<file path="src/rtl/tap_tms_driver.sv">
// Host-side JTAG TMS sequencer. Accepts GOTO / RESET / RUNTEST / NOP commands,
// walks the IEEE 1149.1 TAP graph along a shortest path one TMS bit per clock,
// and keeps a mirror of the target TAP state in state_obs.
module tap_tms_driver #(
  parameter int unsigned CNT_W = 8
) (
  input  logic             GCLK_Pad,
  input  logic             TRST_Pad,
  input  logic             cmd_valid,
  output logic             cmd_ready,
  input  logic [1:0]       cmd_op,
  input  logic [3:0]       cmd_state,
  input  logic [CNT_W-1:0] cmd_count,
  output logic             TMS_Pad,
  output logic             tck_en,
  output logic [3:0]       state_obs,
  output logic             done,
  output logic             err
);

  typedef enum logic [2:0] {StIdle, StReset5, StWalk, StHold, StDone} fsm_e;

  localparam logic [1:0] OpGoto    = 2'd0;
  localparam logic [1:0] OpReset   = 2'd1;
  localparam logic [1:0] OpRuntest = 2'd2;
  localparam logic [1:0] OpNop     = 2'd3;

  localparam logic [3:0] TapRti = 4'd1;

  // IEEE 1149.1 successor of TAP state s when TMS = tms.
  function automatic logic [3:0] tap_next(input logic [3:0] s, input logic tms);
    logic [3:0] n;
    n = s;
    case (s)
      4'd0:  n = tms ? 4'd0  : 4'd1;
      4'd1:  n = tms ? 4'd2  : 4'd1;
      4'd2:  n = tms ? 4'd9  : 4'd3;
      4'd3:  n = tms ? 4'd5  : 4'd4;
      4'd4:  n = tms ? 4'd5  : 4'd4;
      4'd5:  n = tms ? 4'd8  : 4'd6;
      4'd6:  n = tms ? 4'd7  : 4'd6;
      4'd7:  n = tms ? 4'd8  : 4'd4;
      4'd8:  n = tms ? 4'd2  : 4'd1;
      4'd9:  n = tms ? 4'd0  : 4'd10;
      4'd10: n = tms ? 4'd12 : 4'd11;
      4'd11: n = tms ? 4'd12 : 4'd11;
      4'd12: n = tms ? 4'd15 : 4'd13;
      4'd13: n = tms ? 4'd14 : 4'd13;
      4'd14: n = tms ? 4'd15 : 4'd11;
      default: n = tms ? 4'd2 : 4'd1;
    endcase
    return n;
  endfunction

  // Shortest-path length from -> to, found by growing the reachable set one step at a time.
  function automatic logic [4:0] tap_dist(input logic [3:0] from, input logic [3:0] to);
    logic [15:0] reach;
    logic [15:0] grow;
    logic [4:0]  d;
    reach = 16'(1) << from;
    d     = 5'd31;
    for (int k = 0; k < 16; k++) begin
      if (reach[to] && d == 5'd31) d = 5'(k);
      grow = reach;
      for (int i = 0; i < 16; i++) begin
        if (reach[i]) begin
          grow[tap_next(4'(i), 1'b0)] = 1'b1;
          grow[tap_next(4'(i), 1'b1)] = 1'b1;
        end
      end
      reach = grow;
    end
    return d;
  endfunction

  // TMS=1 only if it strictly shortens the remaining path; ties resolve to 0.
  function automatic logic tap_route(input logic [3:0] pos, input logic [3:0] to);
    return tap_dist(tap_next(pos, 1'b1), to) < tap_dist(tap_next(pos, 1'b0), to);
  endfunction

  function automatic logic tap_stable(input logic [3:0] s);
    return s inside {4'd0, 4'd1, 4'd4, 4'd6, 4'd11, 4'd13};
  endfunction

  fsm_e             fsm_q, fsm_d;
  logic             tms_q, tms_d;
  logic             tck_q, tck_d;
  logic [3:0]       obs_q, obs_d;
  logic [1:0]       op_q, op_d;
  logic [3:0]       tgt_q, tgt_d;
  logic [CNT_W-1:0] cnt_q, cnt_d;
  logic [2:0]       rcnt_q, rcnt_d;
  logic             err_q, err_d;
  logic [3:0]       pos;

  // Next-state logic; pos is where the TAP will be once the bit now on TMS_Pad is clocked.
  always_comb begin
    fsm_d  = fsm_q;
    tms_d  = 1'b0;
    tck_d  = 1'b0;
    op_d   = op_q;
    tgt_d  = tgt_q;
    cnt_d  = cnt_q;
    rcnt_d = rcnt_q;
    err_d  = err_q;
    pos    = tck_q ? tap_next(obs_q, tms_q) : obs_q;
    obs_d  = pos;
    unique case (fsm_q)
      StIdle: begin
        err_d = 1'b0;
        if (cmd_valid) begin
          op_d  = cmd_op;
          tgt_d = (cmd_op == OpRuntest) ? TapRti : cmd_state;
          cnt_d = cmd_count;
          unique case (cmd_op)
            OpGoto: begin
              if (!tap_stable(cmd_state)) begin
                fsm_d = StDone;
                err_d = 1'b1;
              end else if (cmd_state == pos) begin
                fsm_d = StDone;
              end else begin
                fsm_d = StWalk;
                tck_d = 1'b1;
                tms_d = tap_route(pos, cmd_state);
              end
            end
            OpReset: begin
              fsm_d  = StReset5;
              tck_d  = 1'b1;
              tms_d  = 1'b1;
              rcnt_d = 3'd4;
            end
            OpRuntest: begin
              if (pos != TapRti) begin
                fsm_d = StWalk;
                tck_d = 1'b1;
                tms_d = tap_route(pos, TapRti);
              end else if (cmd_count == '0) begin
                fsm_d = StDone;
              end else begin
                fsm_d = StHold;
                tck_d = 1'b1;
                cnt_d = cmd_count - 1'b1;
              end
            end
            OpNop: fsm_d = StDone;
            default: fsm_d = StDone;
          endcase
        end
      end
      StWalk: begin
        if (pos == tgt_q) begin
          if (op_q == OpRuntest && cnt_q != '0) begin
            fsm_d = StHold;
            tck_d = 1'b1;
            cnt_d = cnt_q - 1'b1;
          end else begin
            fsm_d = StDone;
          end
        end else begin
          tck_d = 1'b1;
          tms_d = tap_route(pos, tgt_q);
        end
      end
      // cnt_q counts idle bits still to emit after the one currently presented.
      StHold: begin
        if (cnt_q == '0) begin
          fsm_d = StDone;
        end else begin
          tck_d = 1'b1;
          cnt_d = cnt_q - 1'b1;
        end
      end
      StReset5: begin
        if (rcnt_q == 3'd0) begin
          fsm_d = StDone;
        end else begin
          tck_d  = 1'b1;
          tms_d  = 1'b1;
          rcnt_d = rcnt_q - 3'd1;
        end
      end
      StDone: fsm_d = StIdle;
      default: fsm_d = StIdle;
    endcase
  end

  // State registers with synchronous reset; the mirror returns to TLR with the TAP.
  always_ff @(posedge GCLK_Pad) begin
    if (TRST_Pad) begin
      fsm_q  <= StIdle;
      tms_q  <= 1'b0;
      tck_q  <= 1'b0;
      obs_q  <= 4'd0;
      op_q   <= OpNop;
      tgt_q  <= 4'd0;
      cnt_q  <= '0;
      rcnt_q <= 3'd0;
      err_q  <= 1'b0;
    end else begin
      fsm_q  <= fsm_d;
      tms_q  <= tms_d;
      tck_q  <= tck_d;
      obs_q  <= obs_d;
      op_q   <= op_d;
      tgt_q  <= tgt_d;
      cnt_q  <= cnt_d;
      rcnt_q <= rcnt_d;
      err_q  <= err_d;
    end
  end

  assign cmd_ready = (fsm_q == StIdle);
  assign done      = (fsm_q == StDone);
  assign err       = (fsm_q == StDone) && err_q;
  assign TMS_Pad   = tms_q;
  assign tck_en    = tck_q;
  assign state_obs = obs_q;

endmodule

</file>
<file path="config.mk">
export PLATFORM = sky130hd
export DESIGN_NAME = tap_tms_driver
export DESIGN_NICKNAME = d
export VERILOG_FILES = /design/src/rtl/tap_tms_driver.sv
export SDC_FILE = /design/constraint.sdc
export NUM_CORES = 1
export LEC_CHECK = 0
export ABC_AREA = 0
export CAP_MARGIN = 10
export CORE_UTILIZATION = 60
export CTS_CLUSTER_DIAMETER = 100
export DETAILED_ROUTE_END_ITERATION = 7
export PLACE_DENSITY = 0.8
export SYNTH_ARGS = -nofsm -noshare
export SYNTH_HDL_FRONTEND = slang
export SYNTH_SLANG_ARGS = --single-unit
</file>
<file path="constraint.sdc">
create_clock -name GCLK_Pad -period 13.43 [get_ports GCLK_Pad]
set_input_delay 2.686 -clock GCLK_Pad [delete_from_list [all_inputs] [get_ports GCLK_Pad]]
set_output_delay 2.686 -clock GCLK_Pad [all_outputs]
set_load 0.01 [all_outputs]
</file>
==> reports/metrics.cfg, run 1 <==
[die]
die_x_um=108
num_rows=38
die_area_um2=11800
dieHeight_um=108
design.core.area_um2=10900
initial_core_util_pct=62.2
io_pins=26

[critical_path]
critPathKind=register to register
r2r_slack_ns=6.21
worstPathArrival_ns=7.40
rr_startpoint=TMS_Pad
start_kind=register
crit_slowest_cell=dfxtp_1
crit_top_cell=nor2_1
crit_path_end=TMS_Pad
slowest_delay_ns=0.99
ff2ff_path_depth=23
crit_required_ns=13.61
startpoint=TMS_Pad
path_max_fanout=25
cp_cell_sequence=nor2_1 -> nand2b_1 -> o211ai_1 -> nand2_1 -> inv_1 -> ha_1 -> inv_1 -> nand2_1 -> o21ai_1 -> nor2_2 -> nor2_2 -> o311a_4 -> nor2_1 -> a221o_1 -> a32oi_1 -> nor2_1 -> ha_1 -> nand4_1 -> o21ai_0 -> or3_1 -> nor4b_1 -> o311ai_1 -> o311ai_1
reg2reg_to=TMS_Pad
endpoint_kind=register

[timing]
setup_tns_ns=0
fin_skew_ns=0.00745
fin_crit_ns=7.22
hold_viol=0
slew_violations=0
relSlewSlack_pct=17.5
max_freq_ghz=0.138
rsz0062_at_grt=false
period_share_pct=53.8
tightest_slew_ns=1.22
setup_violations=0

[route]
wl_per_cell_um=24.0
drc=0
drtPass1Iterations=8
drtIter0Drc=2027
antenna_left=0
viasPerCell=7.78
wl_um=27100
num_vias=8795

[power]
p_sw_mw=0.402
combPwrFrac_pct=75.3
p_leak_nw=2.38
ir_worst_vdd_mv=0.0965
sw_frac_of_total_pct=56.5
pwr-share-seq_pct=14.7
power_per_cell_area_nw_per_um2=102
power_frac_clock_pct=10.1
fin_total_pwr_mw=0.711
internal-power_mw=0.309

[synth]
yosysWarnings=0
ys_top_cells_by_count=nand2_1 (110), nor2_1 (108), a21oi_1 (82)
yosysMostFrequentCell=nand2_1
ys.flop_type=dfxtp_1
synth_edf_count=0
synth_largest_area_cell=dfxtp_1
syn_inst=1027
synth.area.top_cells=dfxtp_1 (8.0%), nand2_1 (6.1%), a21oi_1 (6.0%)
synth_cell_types=114
synth-seq-cells=27
yosys.area.top_type_share_pct=7.95
async_flop_share_pct=0
synth_area_um2=6800
synth_area_per_cell_um2=6.62
ys_seq_area_share_pct=7.95

[placement]
portBuffers=25
dpl_cell_area_um2=6900
gp_congestion=1.06
hpwl_um=19500

[clock_network]
cts_tree=built
clk_pin_slew_ns=0.07
root_buffer=clkbuf_16
cts.sinks=27
hold_buffers=0
cts_buffers=3
h-tree-depth=1
cts.repair.resized=0
post_cts_buffers=0
cts_buffer_depth=2
insertion_delay_ns=0.27

[layout]
multi_input_area_um2=5660
syn_to_final_growth_pct=2.72
design_area_um2=6980
n_antenna_cell=0
fin_nets=1029
drive_gt1_share_pct=8.68
fill_cells=948
final-seq-area_um2=541
final_util_pct=63.9

[global_route]
grt_max_degree=45
grt_pass1_wl_um=41600
grt_overflow=0
gr-usage-all-layers_pct=45.3
grt_pass1_vias=7598
antenna_found_initial=0

[min_path]
hp-class=register to register
min_path_cells=2

[run_status]
status=finished, final reports clean

[job]
cap_violations=0

registers in the layout, summed over array words and instances (netlist names):
| signal | cells |
|---|---|
| tck_en | 1 |
| err_q | 1 |
| cnt_q | 8 |
| fsm_q | 3 |
| tgt_q | 4 |
| op_q | 2 |
| rcnt_q | 3 |
| state_obs | 4 |
| TMS_Pad | 1 |
critical path, delay by kind of cell (launching register included):
| family | cells | cell delay, ns |
|---|---|---|
| flip-flops | 1 | 0.99 |
| AO/OA/AOI/OAI | 8 | 2.30 |
| buffers and inverters | 2 | 0.41 |
| adder cells (fa/ha/maj) | 2 | 0.78 |
| AND/OR/NAND/NOR | 11 | 2.63 |
cell families after synthesis:
kind of cell,share of synthesized area (%)
adder cells (fa/ha/maj),3.68
multiplexers,2.02
buffers and inverters,9.18
AND/OR/NAND/NOR,29.2
other,0.110
flip-flops,7.95
AO/OA/AOI/OAI,45.4
XOR/XNOR,2.43
worst min-delay path by stage:
stage,startpoint,to,slack [ns]
after floorplan,err_q,err_q,0.43
after global placement,err_q,err_q,0.44
after detailed placement,err_q,err_q,0.45
after CTS,err_q,err_q,0.46
after global routing,err_q,err_q,0.48
final,err_q,err_q,0.46
layout by cell type (no fill, tap or decap), types with 7 or more instances in the layout:
cell / netlist / final
a22o_1: 7 / 7
o31ai_1: 10 / 10
buf_4: 5 / 20
nor2b_1: 8 / 8
o211ai_1: 16 / 16
a211o_1: 9 / 9
a22oi_1: 9 / 9
a2111oi_0: 8 / 8
clkdlybuf4s50_1: 0 / 25
o21ai_0: 73 / 73
dfxtp_1: 27 / 27
nand4_1: 8 / 8
o21a_1: 12 / 12
nand3_1: 42 / 42
xnor2_1: 15 / 15
mux2i_1: 7 / 7
nand2b_1: 12 / 12
ha_1: 20 / 20
a31oi_1: 18 / 18
a21oi_1: 82 / 82
conb_1: 2 / 10
nor3_1: 36 / 36
and2_1: 9 / 9
a211oi_1: 24 / 24
a21o_1: 8 / 8
inv_1: 25 / 25
or3_1: 8 / 8
a311oi_1: 8 / 8
nor2_1: 108 / 108
nand2_1: 110 / 110
a41oi_1: 7 / 7
o22ai_1: 22 / 22
nor4_1: 15 / 15
metrics by stage:
stage,hold WS (ns),setup slack [ns],instances
after CTS,0.461,6.53,1131
after detailed placement,0.452,6.26,1127
after global routing,0.481,5.92,1131
after global placement,0.440,6.46,1127
final,0.458,6.21,1131
after floorplan,0.428,7.57,1035
routing by layer:
layer / global-route usage, % / routed length [µm]
met1: 59.7 / 10400
met2: 63.2 / 10800
met3: 18.4 / 4490
met4: 21.6 / 1470
met5: 0 / 0
power by group through the flow:
stage          combinational [mW]  sequential, mW  clock, mW
5_1_grt                     0.562           0.105     0.0734
6_report                    0.535           0.104     0.0716
3_3_place_gp                0.503           0.104          0
3_5_place_dp                0.499           0.105          0
2_1_floorplan               0.369          0.0997          0
4_1_cts                     0.503           0.103     0.0710
cell type report:
type                       count  share of cell area [%]
clock buffer                   4                    1.13
inverter                      32                    1.79
multi-input combinational    883                    81.1
sequential                    27                    7.74
tap                          140                    2.51
timing repair buffer          45                    5.73
(Power assumes the default switching activity.)
==> run 2: changes to the inputs <==
- clock period: 13.43 -> 7.51 ns (I/O delays scaled with it)
==> run 2 against run 1 <==
Against the previous run:
- worst setup slack worse by 5.5 ns
- clock power up 84%
- first-iteration DRC count down 2.1%
- utilization up 0.10 points
- global-route usage down 1.3 points
- worst hold slack better by 0.0042 ns
- via count down 1.1%
- non-clock buffer count up 1
- sequential cell count unchanged
- combinational power up 72%
- count of clock-buffer cells in the layout down 1
- final cell count about the same
- largest cell class unchanged
==> reports/metrics.cfg, run 2 (same netlist as run 1, synthesis figures left out) <==
[route]
num_vias=8697  ; was 8795
drtIter0Drc=1984  ; was 2027
wl_um=26300  ; was 27100 µm
antenna_left=0  ; unchanged
wl_per_cell_um=23.2  ; was 24.0 µm
drtPass1Iterations=7  ; was 8
drc=0  ; unchanged
viasPerCell=7.68  ; was 7.78

[global_route]
grt_max_degree=44  ; was 45
grt_pass1_wl_um=40600  ; was 41600 µm
antenna_found_initial=0  ; unchanged
gr-usage-all-layers_pct=44.0  ; was 45.3%
grt_pass1_vias=7544  ; was 7598
grt_overflow=0  ; unchanged

[layout]
n_antenna_cell=0  ; unchanged
fin_nets=1030  ; was 1029
largest_reg_flops=8  ; unchanged
fill_cells=1059  ; was 948
top_register=cnt_q  ; unchanged
syn_to_final_growth_pct=2.89  ; was 2.72%
drive_gt1_share_pct=8.87  ; was 8.68%
final_cell_mix=nand2_1 (110), nor2_1 (108), a21oi_1 (82)  ; unchanged
mostFrequentLayoutCell=nand2_1  ; unchanged
final_util_pct=64.0  ; was 63.9%

[clock_network]
clk_pin_slew_ns=0.08  ; was 0.07 ns
cts_buffers=3  ; unchanged
cts.sinks=27  ; unchanged
cts_buffer_depth=2  ; unchanged
insertion_delay_ns=0.27  ; about the same
post_cts_buffers=0  ; unchanged
root_buffer=clkbuf_16  ; unchanged
cts.repair.resized=0  ; unchanged
cts_tree=built  ; unchanged
hold_buffers=0  ; unchanged
h-tree-depth=1  ; unchanged

[power]
internal-power_mw=0.549  ; was 0.309 mW
sw_frac_of_total_pct=55.7  ; was 56.5%
ir_worst_vdd_mv=0.104  ; was 0.0965 mV
p_leak_nw=2.39  ; was 2.38 nW
power_per_cell_area_nw_per_um2=177  ; was 102 nW/µm²
fin_total_pwr_mw=1.24  ; was 0.711 mW
combPwrFrac_pct=74.4  ; was 75.3%
pwr-share-seq_pct=14.9  ; was 14.7%
power_frac_clock_pct=10.7  ; was 10.1%
p_sw_mw=0.689  ; was 0.402 mW

[run_status]
status=finished, final reports clean  ; unchanged

[timing]
hold-worst-slack_ns=0.462  ; was 0.458 ns
slew_violations=0  ; unchanged
fin_crit_ns=6.80  ; was 7.22 ns
fin_skew_ns=0.00361  ; was 0.00745 ns
rsz0062_at_grt=false  ; unchanged
max_freq_ghz=0.147  ; was 0.138 GHz
setup_violations=0  ; unchanged
hold_viol=0  ; unchanged
period_share_pct=90.6  ; was 53.8%
tightest_slew_ns=1.15  ; was 1.22 ns
relSlewSlack_pct=21.5  ; was 17.5%
setup_tns_ns=0  ; unchanged

[die]
io_pins=26  ; unchanged
dieHeight_um=108  ; unchanged
initial_core_util_pct=62.2  ; unchanged
die_x_um=108  ; unchanged
design.core.area_um2=10900  ; unchanged
num_rows=38  ; unchanged
die_area_um2=11800  ; unchanged

[critical_path]
path_max_fanout=28  ; was 25
crit_required_ns=7.70  ; was 13.61 ns
critPathKind=register to register  ; unchanged
start_kind=register  ; unchanged
worstPathArrival_ns=6.99  ; was 7.40 ns
endpoint_kind=register  ; unchanged

[placement]
portBuffers=25  ; unchanged
gp_congestion=1.09  ; was 1.06
hpwl_um=19100  ; was 19500 µm

[job]
cap_violations=0  ; unchanged

[min_path]
hp-class=register to register  ; unchanged

-- run 2: power by group through the flow --
stage / clock (mW) / sequential (mW) / combinational (mW)
2_1_floorplan: 0 / 0.178 / 0.659
3_3_place_gp: 0 / 0.186 / 0.866
3_5_place_dp: 0 / 0.187 / 0.867
4_1_cts: 0.134 / 0.183 / 0.872
5_1_grt: 0.139 / 0.187 / 0.972
6_report: 0.132 / 0.184 / 0.921
-- run 2: stage by stage --
stage / cells / area [µm²] / setup slack [ns]
5_1_grt: 1132 / 6990 / 0.324
3_3_place_gp: 1128 / 6910 / 1.18
6_report: 1132 / 6990 / 0.706
3_5_place_dp: 1128 / 6910 / 0.955
2_1_floorplan: 1035 / 6830 / 2.03
4_1_cts: 1132 / 6990 / 0.914
-- run 2: critical path, stage by stage, from the launching register on --
cell	delay (ns)
dfxtp_1	0.99
and3b_1	0.29
a21oi_1	0.06
o211ai_1	0.22
nand2_1	0.24
inv_1	0.17
ha_1	0.52
inv_1	0.26
nand2_1	0.15
o21a_1	0.20
nand2_2	0.15
a21oi_2	0.33
o21ai_0	0.21
and2_1	0.24
mux4_2	0.47
a221oi_2	0.40
nor2_1	0.09
ha_1	0.33
a21o_1	0.16
a21o_1	0.17
a21oi_1	0.18
nand3_1	0.09
a2111oi_0	0.40
o21ai_0	0.15
o311ai_1	0.23
-- run 2: final timing paths --
kind	start	depth (start not counted)	end	slack, ns
worst max-delay path	state_obs[3]	24	TMS_Pad	0.71
worst min-delay path	err_q	2	err_q	0.46
worst max register to register	state_obs[3]	24	TMS_Pad	0.71
worst min register to register	err_q	2	err_q	0.46
-- run 2: area by class of cell --
type	instances	area, µm²	share of cell area (%)
clock buffer	3	75.1	1.07
clock inverter	1	7.51	0.107
inverter	32	125	1.79
multi-input combinational	883	5660	81.0
sequential	27	541	7.73
tap	140	175	2.50
timing repair buffer	46	408	5.83
-- run 2: layer usage --
metal	part of all wire, %	up-vias	GRT usage, %
li1	-	3843	-
met1	39	3964	58.5
met2	41	725	65.1
met3	13	165	12.2
met4	6.2	0	21.0
met5	0	-	0
==> run 3: changes to the inputs <==
- CORE_MARGIN: unset -> 8
- CORE_UTILIZATION: 60 -> 58
- clock period: 7.51 -> 6.1 ns (I/O delays scaled with it)
==> run 3 against run 2 <==
Against the previous run:
- design area rose by 4.7%
- clock power rose by 22%
- clock skew rose by 0.00068 ns
- count of clock-buffer cells in the layout did not move
==> reports/metrics.cfg, run 3 (same netlist as run 1, synthesis figures left out) <==
[layout]
multi_input_area_um2=5680  ; was 5660 µm²
fill_cells=1026  ; was 1059
largest_reg_flops=8  ; unchanged
design_area_um2=7320  ; was 6990 µm²
n_antenna_cell=0  ; unchanged
top_register=cnt_q  ; unchanged
final-seq-area_um2=544  ; was 541 µm²
mostFrequentLayoutCell=nand2_1  ; unchanged
fin_nets=1071  ; was 1030
final_cell_mix=nand2_1 (110), nor2_1 (108), a21oi_1 (82)  ; unchanged
drive_gt1_share_pct=13.1  ; was 8.87%
syn_to_final_growth_pct=7.73  ; was 2.89%

[critical_path]
r2r_slack_ns=0.36  ; was 0.71 ns
startpoint=state_obs[2]  ; was state_obs[3]
crit_required_ns=6.28  ; was 7.70 ns
ff2ff_path_depth=22  ; was 24
start_kind=register  ; unchanged
worstPathArrival_ns=5.92  ; was 6.99 ns
rr_startpoint=state_obs[2]  ; was state_obs[3]
endpoint_kind=register  ; unchanged
path_max_fanout=11  ; was 28
critPathKind=register to register  ; unchanged
reg2reg_to=TMS_Pad  ; unchanged

[placement]
dpl_cell_area_um2=7220  ; was 6910 µm²
hpwl_um=21300  ; was 19100 µm
portBuffers=25  ; unchanged
gp_congestion=1.13  ; was 1.09

[route]
antenna_left=0  ; unchanged
num_vias=9037  ; was 8697
viasPerCell=7.68  ; about the same
drc=0  ; unchanged
drtIter0Drc=1631  ; was 1984
drtPass1Iterations=7  ; unchanged
wl_per_cell_um=24.4  ; was 23.2 µm
wl_um=28700  ; was 26300 µm

[clock_network]
cts.sinks=27  ; unchanged
cts_buffer_depth=2  ; unchanged
hold_buffers=0  ; unchanged
clk_pin_slew_ns=0.07  ; was 0.08 ns
cts_buffers=3  ; unchanged
insertion_delay_ns=0.28  ; was 0.27 ns
root_buffer=clkbuf_16  ; unchanged
h-tree-depth=1  ; unchanged
cts_tree=built  ; unchanged

[die]
initial_core_util_pct=59.5  ; was 62.2%
io_pins=26  ; unchanged
dieHeight_um=124  ; was 108 µm
num_rows=39  ; was 38
die_area_um2=15400  ; was 11800 µm²
design.core.area_um2=11400  ; was 10900 µm²
die_x_um=124  ; was 108 µm

[timing]
fin_skew_ns=0.00429  ; was 0.00361 ns
fin_crit_ns=5.74  ; was 6.80 ns
period_share_pct=94.1  ; was 90.6%
slew_violations=0  ; unchanged
max_freq_ghz=0.174  ; was 0.147 GHz
setup_violations=0  ; unchanged
tightest_slew_ns=0.960  ; was 1.15 ns
setup_tns_ns=0  ; unchanged
hold_viol=0  ; unchanged
relSlewSlack_pct=34.3  ; was 21.5%
rsz0062_at_grt=false  ; unchanged

[global_route]
antenna_found_initial=0  ; unchanged
grt_overflow=0  ; unchanged
gr-usage-all-layers_pct=34.7  ; was 44.0%
grt_max_degree=41  ; was 44
grt_pass1_vias=8100  ; was 7544
grt_pass1_wl_um=44800  ; was 40600 µm

[job]
cap_violations=0  ; unchanged

[min_path]
min_path_cells=2  ; unchanged
hp-class=register to register  ; unchanged
hold_path.startpoint=err_q  ; unchanged
whs_endpoint=err_q  ; unchanged

[run_status]
status=finished, final reports clean  ; unchanged

[power]
p_leak_nw=2.59  ; was 2.39 nW
power_per_cell_area_nw_per_um2=224  ; was 177 nW/µm²
ir_worst_vdd_mv=0.175  ; was 0.104 mV

run 3: worst max-delay path by stage:
stage | cells after the start | slack, ns | end
floorplan | 26 | 0.62 | TMS_Pad
global placement | 21 | 0.45 | TMS_Pad
detailed placement | 22 | 0.32 | TMS_Pad
CTS | 22 | 0.31 | TMS_Pad
global route | 24 | 0.02 | TMS_Pad
finish | 22 | 0.36 | TMS_Pad
run 3: critical path, stage by stage (launching register included):
cell and delay, ns:
dfxtp_1 0.55, nor4b_1 0.36, o311ai_2 0.15, nand3b_4 0.20
inv_6 0.08, ha_1 0.22, a211oi_1 0.24, a31oi_2 0.12
o211a_4 0.23, nor2_2 0.26, o221ai_1 0.26, and3_4 0.25
mux4_2 0.47, a221oi_2 0.38, nor2_1 0.10, ha_1 0.34
a21o_1 0.16, a21o_1 0.16, a21oi_1 0.20, nand3_1 0.10
a2111oi_0 0.39, o21ai_0 0.15, o311ai_1 0.24
run 3: cell type report:
type | count | area share, %
inverter | 32 | 1.71
sequential | 27 | 7.43
clock buffer | 3 | 1.03
multi-input combinational | 883 | 77.5
timing repair buffer | 87 | 9.77
tap | 143 | 2.44
clock inverter | 1 | 0.103
run 3: where the power goes:
part | switching [mW] | internal (mW) | total (mW)
Clock | 0.0716 | 0.0896 | 0.161
Sequential | 0.0265 | 0.201 | 0.227
Combinational | 0.807 | 0.442 | 1.25
Total | 0.905 | 0.732 | 1.64
run 3: what timing repair did:
action / 4_1_cts / 5_1_grt
buffers inserted: 0 / 0
setup endpoints to repair: 0 / 1
resized for setup: 0 / 6
run 3: layer usage:
layer / track usage (%) / vias up / part of all wire, % / routed length, µm
li1: - / 3945 / - / -
met1: 45.4 / 4093 / 38 / 10900
met2: 49.7 / 798 / 40 / 11500
met3: 11.5 / 201 / 15 / 4450
met4: 16.6 / 0 / 6.3 / 1810
met5: 0.654 / - / 0 / 0
run 3: per-stage QoR:
step	std cells	hold WS [ns]	total power [mW]	worst slack (ns)	util (%)
after floorplan	1035	0.428	1.03	0.623	-
after CTS	1176	0.468	1.57	0.307	64.0
after global placement	1172	0.445	1.41	0.452	63.3
after global routing	1176	0.487	1.71	0.0161	64.1
after detailed placement	1172	0.446	1.40	0.324	63.3
final	1176	0.465	1.64	0.363	64.1
